## src/rtl/tilelink_rr_arbiter_if.sv

```systemverilog
// TileLink-UL A/D link bundle with N lanes, lane i at slice i.
// master: drives A payload/valid and d_ready. slave: drives a_ready and D.
interface tilelink_rr_arbiter_if #(
  parameter int N      = 1,
  parameter int SRC_W  = 1,
  parameter int ADDR_W = 32,
  parameter int DATA_W = 32,
  parameter int SIZE_W = 4
);
  localparam int B = DATA_W / 8;

  logic [3*N-1:0]      a_opcode;
  logic [3*N-1:0]      a_param;
  logic [SIZE_W*N-1:0] a_size;
  logic [SRC_W*N-1:0]  a_source;
  logic [ADDR_W*N-1:0] a_address;
  logic [B*N-1:0]      a_mask;
  logic [DATA_W*N-1:0] a_data;
  logic [N-1:0]        a_corrupt;
  logic [N-1:0]        a_valid;
  logic [N-1:0]        a_ready;

  logic [3*N-1:0]      d_opcode;
  logic [2*N-1:0]      d_param;
  logic [SIZE_W*N-1:0] d_size;
  logic [SRC_W*N-1:0]  d_source;
  logic [N-1:0]        d_denied;
  logic [DATA_W*N-1:0] d_data;
  logic [N-1:0]        d_corrupt;
  logic [N-1:0]        d_valid;
  logic [N-1:0]        d_ready;

  modport master (
    output a_opcode, a_param, a_size, a_source,
    output a_address, a_mask, a_data, a_corrupt, a_valid,
    input  a_ready,
    input  d_opcode, d_param, d_size, d_source,
    input  d_denied, d_data, d_corrupt, d_valid,
    output d_ready
  );

  modport slave (
    input  a_opcode, a_param, a_size, a_source,
    input  a_address, a_mask, a_data, a_corrupt, a_valid,
    output a_ready,
    output d_opcode, d_param, d_size, d_source,
    output d_denied, d_data, d_corrupt, d_valid,
    input  d_ready
  );
endinterface

```

## src/rtl/tilelink_rr_arbiter.sv

```systemverilog
// Round-robin NUM_M:1 TileLink-UL arbiter, bursts hold the grant.
// clk/rst (sync, active-high); m_if: NUM_M master lanes; s_if: one slave lane.
module tilelink_rr_arbiter #(
  parameter int NUM_M  = 3,
  parameter int SRC_W  = 1,
  parameter int ADDR_W = 32,
  parameter int DATA_W = 32,
  parameter int SIZE_W = 4
) (
  input  logic clk,
  input  logic rst,
  tilelink_rr_arbiter_if.slave  m_if,
  tilelink_rr_arbiter_if.master s_if
);
  localparam int IDX_W = (NUM_M > 1) ? $clog2(NUM_M) : 1;
  localparam int SW    = SRC_W + IDX_W;
  localparam int B     = DATA_W / 8;
  localparam int LGB   = $clog2(B);

  typedef enum logic {IDLE, BUSY} state_e;

  state_e           state_q;
  logic [IDX_W-1:0] grant_q;
  logic [IDX_W-1:0] last_q;
  logic [7:0]       beats_q;
  logic             first_q;

  logic [IDX_W-1:0] grant_d;
  logic             req_any;
  logic             busy;
  logic             hs;
  logic [7:0]       beats_m1;
  logic [IDX_W-1:0] d_idx;

  assign busy = (state_q == BUSY) && !rst;
  assign hs   = s_if.a_valid[0] & s_if.a_ready[0];

  // Indices above last win first, then wrap to the low ones.
  always_comb begin
    grant_d = last_q;
    req_any = 1'b0;
    for (int i = 0; i < NUM_M; i++)
      if (!req_any && m_if.a_valid[i] && IDX_W'(i) > last_q) begin
        req_any = 1'b1;
        grant_d = IDX_W'(i);
      end
    for (int i = 0; i < NUM_M; i++)
      if (!req_any && m_if.a_valid[i] && IDX_W'(i) <= last_q) begin
        req_any = 1'b1;
        grant_d = IDX_W'(i);
      end
  end

  always_comb begin
    s_if.a_opcode  = '0;
    s_if.a_param   = '0;
    s_if.a_size    = '0;
    s_if.a_source  = '0;
    s_if.a_address = '0;
    s_if.a_mask    = '0;
    s_if.a_data    = '0;
    s_if.a_corrupt = '0;
    s_if.a_valid   = '0;
    m_if.a_ready   = '0;
    for (int i = 0; i < NUM_M; i++)
      if (grant_q == IDX_W'(i)) begin
        s_if.a_opcode  = m_if.a_opcode[3*i +: 3];
        s_if.a_param   = m_if.a_param[3*i +: 3];
        s_if.a_size    = m_if.a_size[SIZE_W*i +: SIZE_W];
        s_if.a_source  = {grant_q, m_if.a_source[SRC_W*i +: SRC_W]};
        s_if.a_address = m_if.a_address[ADDR_W*i +: ADDR_W];
        s_if.a_mask    = m_if.a_mask[B*i +: B];
        s_if.a_data    = m_if.a_data[DATA_W*i +: DATA_W];
        s_if.a_corrupt = m_if.a_corrupt[i];
        s_if.a_valid   = busy & m_if.a_valid[i];
        m_if.a_ready[i] = busy & s_if.a_ready[0];
      end
  end

  // Beats after the first one; only Put opcodes carry multi-beat data.
  always_comb begin
    beats_m1 = '0;
    if (s_if.a_opcode inside {3'd0, 3'd1} &&
        s_if.a_size > SIZE_W'(LGB))
      beats_m1 = 8'(9'd1 << (s_if.a_size - SIZE_W'(LGB))) - 8'd1;
  end

  always_ff @(posedge clk) begin
    if (rst) begin
      state_q <= IDLE;
      grant_q <= '0;
      last_q  <= IDX_W'(NUM_M - 1);
      beats_q <= '0;
      first_q <= 1'b0;
    end else begin
      unique case (state_q)
        IDLE: if (req_any) begin
          grant_q <= grant_d;
          first_q <= 1'b1;
          state_q <= BUSY;
        end
        BUSY: if (hs) begin
          if (first_q) begin
            last_q  <= grant_q;
            first_q <= 1'b0;
            beats_q <= beats_m1;
            if (beats_m1 == 8'd0) state_q <= IDLE;
          end else begin
            beats_q <= beats_q - 8'd1;
            if (beats_q == 8'd1) state_q <= IDLE;
          end
        end
        default: state_q <= IDLE;
      endcase
    end
  end

  assign d_idx = s_if.d_source[SW-1:SRC_W];

  // Unmapped tags match no lane: ready stays 1 and the beat is dropped.
  always_comb begin
    m_if.d_valid = '0;
    s_if.d_ready = 1'b1;
    for (int i = 0; i < NUM_M; i++)
      if (d_idx == IDX_W'(i)) begin
        m_if.d_valid[i] = s_if.d_valid[0];
        s_if.d_ready    = m_if.d_ready[i];
      end
  end

  assign m_if.d_opcode  = {NUM_M{s_if.d_opcode}};
  assign m_if.d_param   = {NUM_M{s_if.d_param}};
  assign m_if.d_size    = {NUM_M{s_if.d_size}};
  assign m_if.d_source  = {NUM_M{s_if.d_source[SRC_W-1:0]}};
  assign m_if.d_denied  = {NUM_M{s_if.d_denied}};
  assign m_if.d_data    = {NUM_M{s_if.d_data}};
  assign m_if.d_corrupt = {NUM_M{s_if.d_corrupt}};
endmodule

```

## src/flat_wrapper.sv

```systemverilog
// flat-port wrapper written by rule: the top's interface ports become plain ports
module tilelink_rr_arbiter_flat 
#(
  parameter int NUM_M  = 3,
  parameter int SRC_W  = 1,
  parameter int ADDR_W = 32,
  parameter int DATA_W = 32,
  parameter int SIZE_W = 4
)
  (clk, rst, m_if_a_opcode, m_if_a_param, m_if_a_size, m_if_a_source, m_if_a_address, m_if_a_mask, m_if_a_data, m_if_a_corrupt, m_if_a_valid, m_if_a_ready, m_if_d_opcode, m_if_d_param, m_if_d_size, m_if_d_source, m_if_d_denied, m_if_d_data, m_if_d_corrupt, m_if_d_valid, m_if_d_ready, s_if_a_opcode, s_if_a_param, s_if_a_size, s_if_a_source, s_if_a_address, s_if_a_mask, s_if_a_data, s_if_a_corrupt, s_if_a_valid, s_if_a_ready, s_if_d_opcode, s_if_d_param, s_if_d_size, s_if_d_source, s_if_d_denied, s_if_d_data, s_if_d_corrupt, s_if_d_valid, s_if_d_ready);
  tilelink_rr_arbiter_if #(.N(NUM_M), .SRC_W(SRC_W), .ADDR_W(ADDR_W), .DATA_W(DATA_W), .SIZE_W(SIZE_W)) m_if_i ();
  tilelink_rr_arbiter_if #(.N(1), .SRC_W(SRC_W), .ADDR_W(ADDR_W), .DATA_W(DATA_W), .SIZE_W(SIZE_W)) s_if_i ();
  input  logic clk;
  input  logic rst;
  input wire logic [$bits(m_if_i.a_opcode)-1:0] m_if_a_opcode;
  input wire logic [$bits(m_if_i.a_param)-1:0] m_if_a_param;
  input wire logic [$bits(m_if_i.a_size)-1:0] m_if_a_size;
  input wire logic [$bits(m_if_i.a_source)-1:0] m_if_a_source;
  input wire logic [$bits(m_if_i.a_address)-1:0] m_if_a_address;
  input wire logic [$bits(m_if_i.a_mask)-1:0] m_if_a_mask;
  input wire logic [$bits(m_if_i.a_data)-1:0] m_if_a_data;
  input wire logic [$bits(m_if_i.a_corrupt)-1:0] m_if_a_corrupt;
  input wire logic [$bits(m_if_i.a_valid)-1:0] m_if_a_valid;
  output wire logic [$bits(m_if_i.a_ready)-1:0] m_if_a_ready;
  output wire logic [$bits(m_if_i.d_opcode)-1:0] m_if_d_opcode;
  output wire logic [$bits(m_if_i.d_param)-1:0] m_if_d_param;
  output wire logic [$bits(m_if_i.d_size)-1:0] m_if_d_size;
  output wire logic [$bits(m_if_i.d_source)-1:0] m_if_d_source;
  output wire logic [$bits(m_if_i.d_denied)-1:0] m_if_d_denied;
  output wire logic [$bits(m_if_i.d_data)-1:0] m_if_d_data;
  output wire logic [$bits(m_if_i.d_corrupt)-1:0] m_if_d_corrupt;
  output wire logic [$bits(m_if_i.d_valid)-1:0] m_if_d_valid;
  input wire logic [$bits(m_if_i.d_ready)-1:0] m_if_d_ready;
  output wire logic [$bits(s_if_i.a_opcode)-1:0] s_if_a_opcode;
  output wire logic [$bits(s_if_i.a_param)-1:0] s_if_a_param;
  output wire logic [$bits(s_if_i.a_size)-1:0] s_if_a_size;
  output wire logic [$bits(s_if_i.a_source)-1:0] s_if_a_source;
  output wire logic [$bits(s_if_i.a_address)-1:0] s_if_a_address;
  output wire logic [$bits(s_if_i.a_mask)-1:0] s_if_a_mask;
  output wire logic [$bits(s_if_i.a_data)-1:0] s_if_a_data;
  output wire logic [$bits(s_if_i.a_corrupt)-1:0] s_if_a_corrupt;
  output wire logic [$bits(s_if_i.a_valid)-1:0] s_if_a_valid;
  input wire logic [$bits(s_if_i.a_ready)-1:0] s_if_a_ready;
  input wire logic [$bits(s_if_i.d_opcode)-1:0] s_if_d_opcode;
  input wire logic [$bits(s_if_i.d_param)-1:0] s_if_d_param;
  input wire logic [$bits(s_if_i.d_size)-1:0] s_if_d_size;
  input wire logic [$bits(s_if_i.d_source)-1:0] s_if_d_source;
  input wire logic [$bits(s_if_i.d_denied)-1:0] s_if_d_denied;
  input wire logic [$bits(s_if_i.d_data)-1:0] s_if_d_data;
  input wire logic [$bits(s_if_i.d_corrupt)-1:0] s_if_d_corrupt;
  input wire logic [$bits(s_if_i.d_valid)-1:0] s_if_d_valid;
  output wire logic [$bits(s_if_i.d_ready)-1:0] s_if_d_ready;
  assign m_if_i.a_opcode = m_if_a_opcode;
  assign m_if_i.a_param = m_if_a_param;
  assign m_if_i.a_size = m_if_a_size;
  assign m_if_i.a_source = m_if_a_source;
  assign m_if_i.a_address = m_if_a_address;
  assign m_if_i.a_mask = m_if_a_mask;
  assign m_if_i.a_data = m_if_a_data;
  assign m_if_i.a_corrupt = m_if_a_corrupt;
  assign m_if_i.a_valid = m_if_a_valid;
  assign m_if_a_ready = m_if_i.a_ready;
  assign m_if_d_opcode = m_if_i.d_opcode;
  assign m_if_d_param = m_if_i.d_param;
  assign m_if_d_size = m_if_i.d_size;
  assign m_if_d_source = m_if_i.d_source;
  assign m_if_d_denied = m_if_i.d_denied;
  assign m_if_d_data = m_if_i.d_data;
  assign m_if_d_corrupt = m_if_i.d_corrupt;
  assign m_if_d_valid = m_if_i.d_valid;
  assign m_if_i.d_ready = m_if_d_ready;
  assign s_if_a_opcode = s_if_i.a_opcode;
  assign s_if_a_param = s_if_i.a_param;
  assign s_if_a_size = s_if_i.a_size;
  assign s_if_a_source = s_if_i.a_source;
  assign s_if_a_address = s_if_i.a_address;
  assign s_if_a_mask = s_if_i.a_mask;
  assign s_if_a_data = s_if_i.a_data;
  assign s_if_a_corrupt = s_if_i.a_corrupt;
  assign s_if_a_valid = s_if_i.a_valid;
  assign s_if_i.a_ready = s_if_a_ready;
  assign s_if_i.d_opcode = s_if_d_opcode;
  assign s_if_i.d_param = s_if_d_param;
  assign s_if_i.d_size = s_if_d_size;
  assign s_if_i.d_source = s_if_d_source;
  assign s_if_i.d_denied = s_if_d_denied;
  assign s_if_i.d_data = s_if_d_data;
  assign s_if_i.d_corrupt = s_if_d_corrupt;
  assign s_if_i.d_valid = s_if_d_valid;
  assign s_if_d_ready = s_if_i.d_ready;
  tilelink_rr_arbiter #(.NUM_M(NUM_M), .SRC_W(SRC_W), .ADDR_W(ADDR_W), .DATA_W(DATA_W), .SIZE_W(SIZE_W)) u_core (.clk(clk), .rst(rst), .m_if(m_if_i), .s_if(s_if_i));
endmodule
```

## config.mk

```make
export PLATFORM = sky130hd
export DESIGN_NAME = tilelink_rr_arbiter_flat
export DESIGN_NICKNAME = d
export VERILOG_FILES = /design/src/rtl/tilelink_rr_arbiter_if.sv /design/src/rtl/tilelink_rr_arbiter.sv /design/src/flat_wrapper.sv
export SDC_FILE = /design/constraint.sdc
export NUM_CORES = 1
export LEC_CHECK = 0
export BUFFER_PORTS_ARGS = -buffer_cell sky130_fd_sc_hd__buf_2
export CAP_MARGIN = 0
export CORE_AREA = 2 2 199 201
export DETAILED_ROUTE_END_ITERATION = 7
export DIE_AREA = 0 0 201 203
export GPL_TIMING_DRIVEN = 0
export HOLD_SLACK_MARGIN = 0.05
export PLACE_DENSITY = 0.39
export REMOVE_ABC_BUFFERS = 1
export SLEW_MARGIN = 20
export SYNTH_ARGS = -nofsm -noshare
export SYNTH_HDL_FRONTEND = slang
export SYNTH_SLANG_ARGS = --single-unit
export TNS_END_PERCENT = 100
```

## constraint.sdc

```tcl
create_clock -name clk -period 2.85 [get_ports clk]
set_input_delay 0.1425 -clock clk [delete_from_list [all_inputs] [get_ports clk]]
set_output_delay 0.1425 -clock clk [all_outputs]
set_load 0.02 [all_outputs]
```

==> summary.md <==
| Metric | Value |
|---|---|
| Status | complete, no violations |
| Final setup violation count | 0 |
| Worst slew margin | 0.560 |
| Mapped Avg Cell Area | 7.11 um^2 |
| Routed len/inst | 25.8 um |
| Via/cell ratio | 3.70 |
| Number of flops mapped to enable cells by yosys | 0 |
| Yosys cell types | 52 |
| Layout cell share with drive strength beyond 1 | 0.520 |
| Post-synth top area cell | buf_4 |
| Drt first pass iters | 4 |
| Clock Latency Late Sink | 0.25 ns |
| Deepest clock path buffer count | 2 |
| GRT Util Overall | 0.142 |
| DP Worst Slack | -0.246 ns |
| Sequential area share after synthesis | 0.0749 |
| Fmax | 389 MHz |
| Final min period | ~2.6 ns |
| Routed Antenna Nets | 0 |
| Vias in the first global route | 4399 |
| WP data required | 3.02 ns |
| Routed WL | roughly 32000 um |
| First-pass GRT wire length | 39300 um |
| Fin cells | between 1000 and 1500 |
| Largest net degree at the start of global routing | 52 |
| Die area | 40800 um^2 |
| Worst EP arrival | between 2 and 3 ns |
| Worst clock skew | 0.00150 ns |
| Core area | between 30000 and 40000 um^2 |
| Tcrit/Tclk final | 0.902 |
| Synth top area share | 0.273 |
| Area Growth Syn to Fin | 39.6% |
| Initial DRC count | between 200 and 300 |
| DIE HEIGHT | 203 um |
| Top FF cell, synth | dfxtp_1 |
| DR vias | 4540 |
| Htree depth | 1 |
| Static leakage | around 0.0023 uW |
| Ys async rst share | 0 |
| Flops & latches, synth | 14 |
| FF-to-FF setup slack | 0.28 ns |
| Kind of critical path | reg2reg |
| Post-synthesis cell count | 526 |
| Clk sinks | 14 |
| CP Capture Type | register |
| CP Launch Type | register |
| Initial core utilization | 0.0972 |
| Setup_tns | 0 ns |
| N_diodes | 0 |
| Fillers | between 4000 and 5000 |
| CP max FO | 28 |
| Placed Cells | 1212 |
| I/O Pins | 514 |
| Unrepaired setup endpoints after global routing | no |
| Routability Congestion | 0.844 |
| Hold WC Path Type | in2reg |
| Post-route DRC | 0 |
| Max_cap viols | 0 |
| Worst hold slack | between 0.2 and 0.3 ns |
| Overall Power | 1690 uW |
| Port bufs | 329 |
| CTS Buf Count | 3 |
| Clk root buf | clkbuf_16 |
| DP Wirelength | 27600 um |
| Fin. Hold Viols | 0 |
| Clock Pin Slew Worst Setup and Hold Paths | about 0.05 ns |
| Slew @ Worst Pin | 0.657 ns |
| Ranking of synthesized cells by area | buf_4 (27%), mux2i_1 (22%), o21ai_0 (10%), nand2_1 (7.8%), dfxtp_1 (7.5%) |
| Final Max Tran Viols | 0 |
| Initial antenna violation count | 0 |
| Maximum VDD drop | 0.130 mV |
| CTS tree | built |
| PwrDens | 323 nW/um^2 |
| Die X-Extent | 201 um |
| YS warnings | 0 |
| Crit path setup slack, layout | 0.280 ns |
| Rows | 72 |
| Cell Area, Synth | 3740 um^2 |
| Final net count | 1007 |
| GRT overflow | 0 |
| Cts hold-fix bufs | 0 |
## repair_timing
| action | CTS | global route |
|---|---|---|
| setup buffers | 2 | 6 |
| cloned | 1 | 2 |
| endpoints found under the setup margin | 3 | 1 |
| pin swaps | 0 | 1 |
| gates resized for setup | 0 | 3 |
## worst paths after layout
kind         depth (start not counted)                end              start
max reg2reg                         11  u_core.beats_q[6]  u_core.grant_q[0]
max                                 11  u_core.beats_q[6]  u_core.grant_q[0]
min reg2reg                          1  u_core.beats_q[5]  u_core.beats_q[5]
min                                  4  u_core.grant_q[1]    m_if_a_valid[1]
## flip-flops by register name, summed over array words and instances, names as in the netlist
register / flops
u_core.beats_q: 8
u_core.first_q: 1
u_core.grant_q: 2
u_core.last_q: 2
u_core.state_q: 1
## cell usage in the layout, fill, tap and decap left out, types with 3 or more instances in the layout
cell,count
dfxtp_1,12
nand2_1,78
conb_1,4
buf_16,3
a21oi_1,5
inv_1,10
nor3_1,9
a211oi_1,3
or3_1,3
o2bb2ai_1,4
a2bb2oi_4,3
buf_12,3
clkbuf_16,5
ha_1,3
mux2i_1,79
o22ai_1,6
nor2_1,11
buf_4,7
a31oi_1,5
nand3_1,5
buf_2,329
o21ai_0,77
## area by class of cell
type | count | area [um^2] | area share
clock buffers | 3 | 75.1 | 0.0144
inverters | 13 | 51.3 | 0.00983
well taps | 518 | 648 | 0.124
repair buffers | 344 | 1890 | 0.362
clock inverters | 1 | 3.75 | 0.000719
flip-flops and latches | 14 | 288 | 0.0551
multi-input cells | 334 | 2260 | 0.433
## critical path, stage by stage (launching register included)
cell and delay (ns):
dfxtp_4 0.58, nor2b_4 0.35, buf_12 0.22, a2bb2oi_4 0.11
inv_1 0.18, nand3_1 0.11, ha_1 0.27, inv_1 0.09
o211ai_1 0.09, nor4_1 0.18, a311oi_1 0.09, o22ai_1 0.16
## cell usage after synthesis (3+ instances only)
cell	n
a211oi_1	3
a21oi_1	5
a2bb2oi_4	3
a31oi_1	5
buf_2	6
buf_4	136
buf_6	4
clkbuf_1	21
dfxtp_1	14
ha_1	3
inv_1	10
mux2i_1	81
nand2_1	78
nand3_1	5
nor2_1	11
nor3_1	9
o21ai_0	77
o22ai_1	6
o2bb2ai_1	4
or3_1	3
## logic make-up after synthesis
group | synth area share
DFF | 0.0749
AOI/OAI and AO/OA | 0.213
muxes | 0.220
buffers and inverters | 0.329
adders and majority gates | 0.0100
and+or+nand+nor | 0.146
other | 0.00201
xor gates and xnor gates | 0.00468
## metrics by stage
stage | utilization | cell area (um^2)
global route | 0.136 | 5220
CTS | 0.132 | 5090
detailed placement | 0.130 | 4990
global placement | 0.126 | 4860
floorplan | - | 2570
finish | 0.136 | 5220
## layer usage
layer | up-vias | GRT usage | wire, um | part of all wire
met5 | - | 0.0500 | 258 | 0.0081
met4 | 6 | 0.0278 | 717 | 0.023
met3 | 28 | 0.0992 | 5010 | 0.16
met2 | 404 | 0.260 | 16200 | 0.51
met1 | 2052 | 0.126 | 9540 | 0.30
li1 | 2050 | - | - | -
## where the power goes
group | total [uW] | switching (uW) | internal (uW) | leakage, uW
logic | 1150 | 681 | 472 | 0.00215
registers | 255 | 38.1 | 217 | 0.000116
clock network | 276 | 89.7 | 186 | 0.0000385
total | 1690 | 809 | 876 | 0.00230
(Power assumes the default switching activity.)
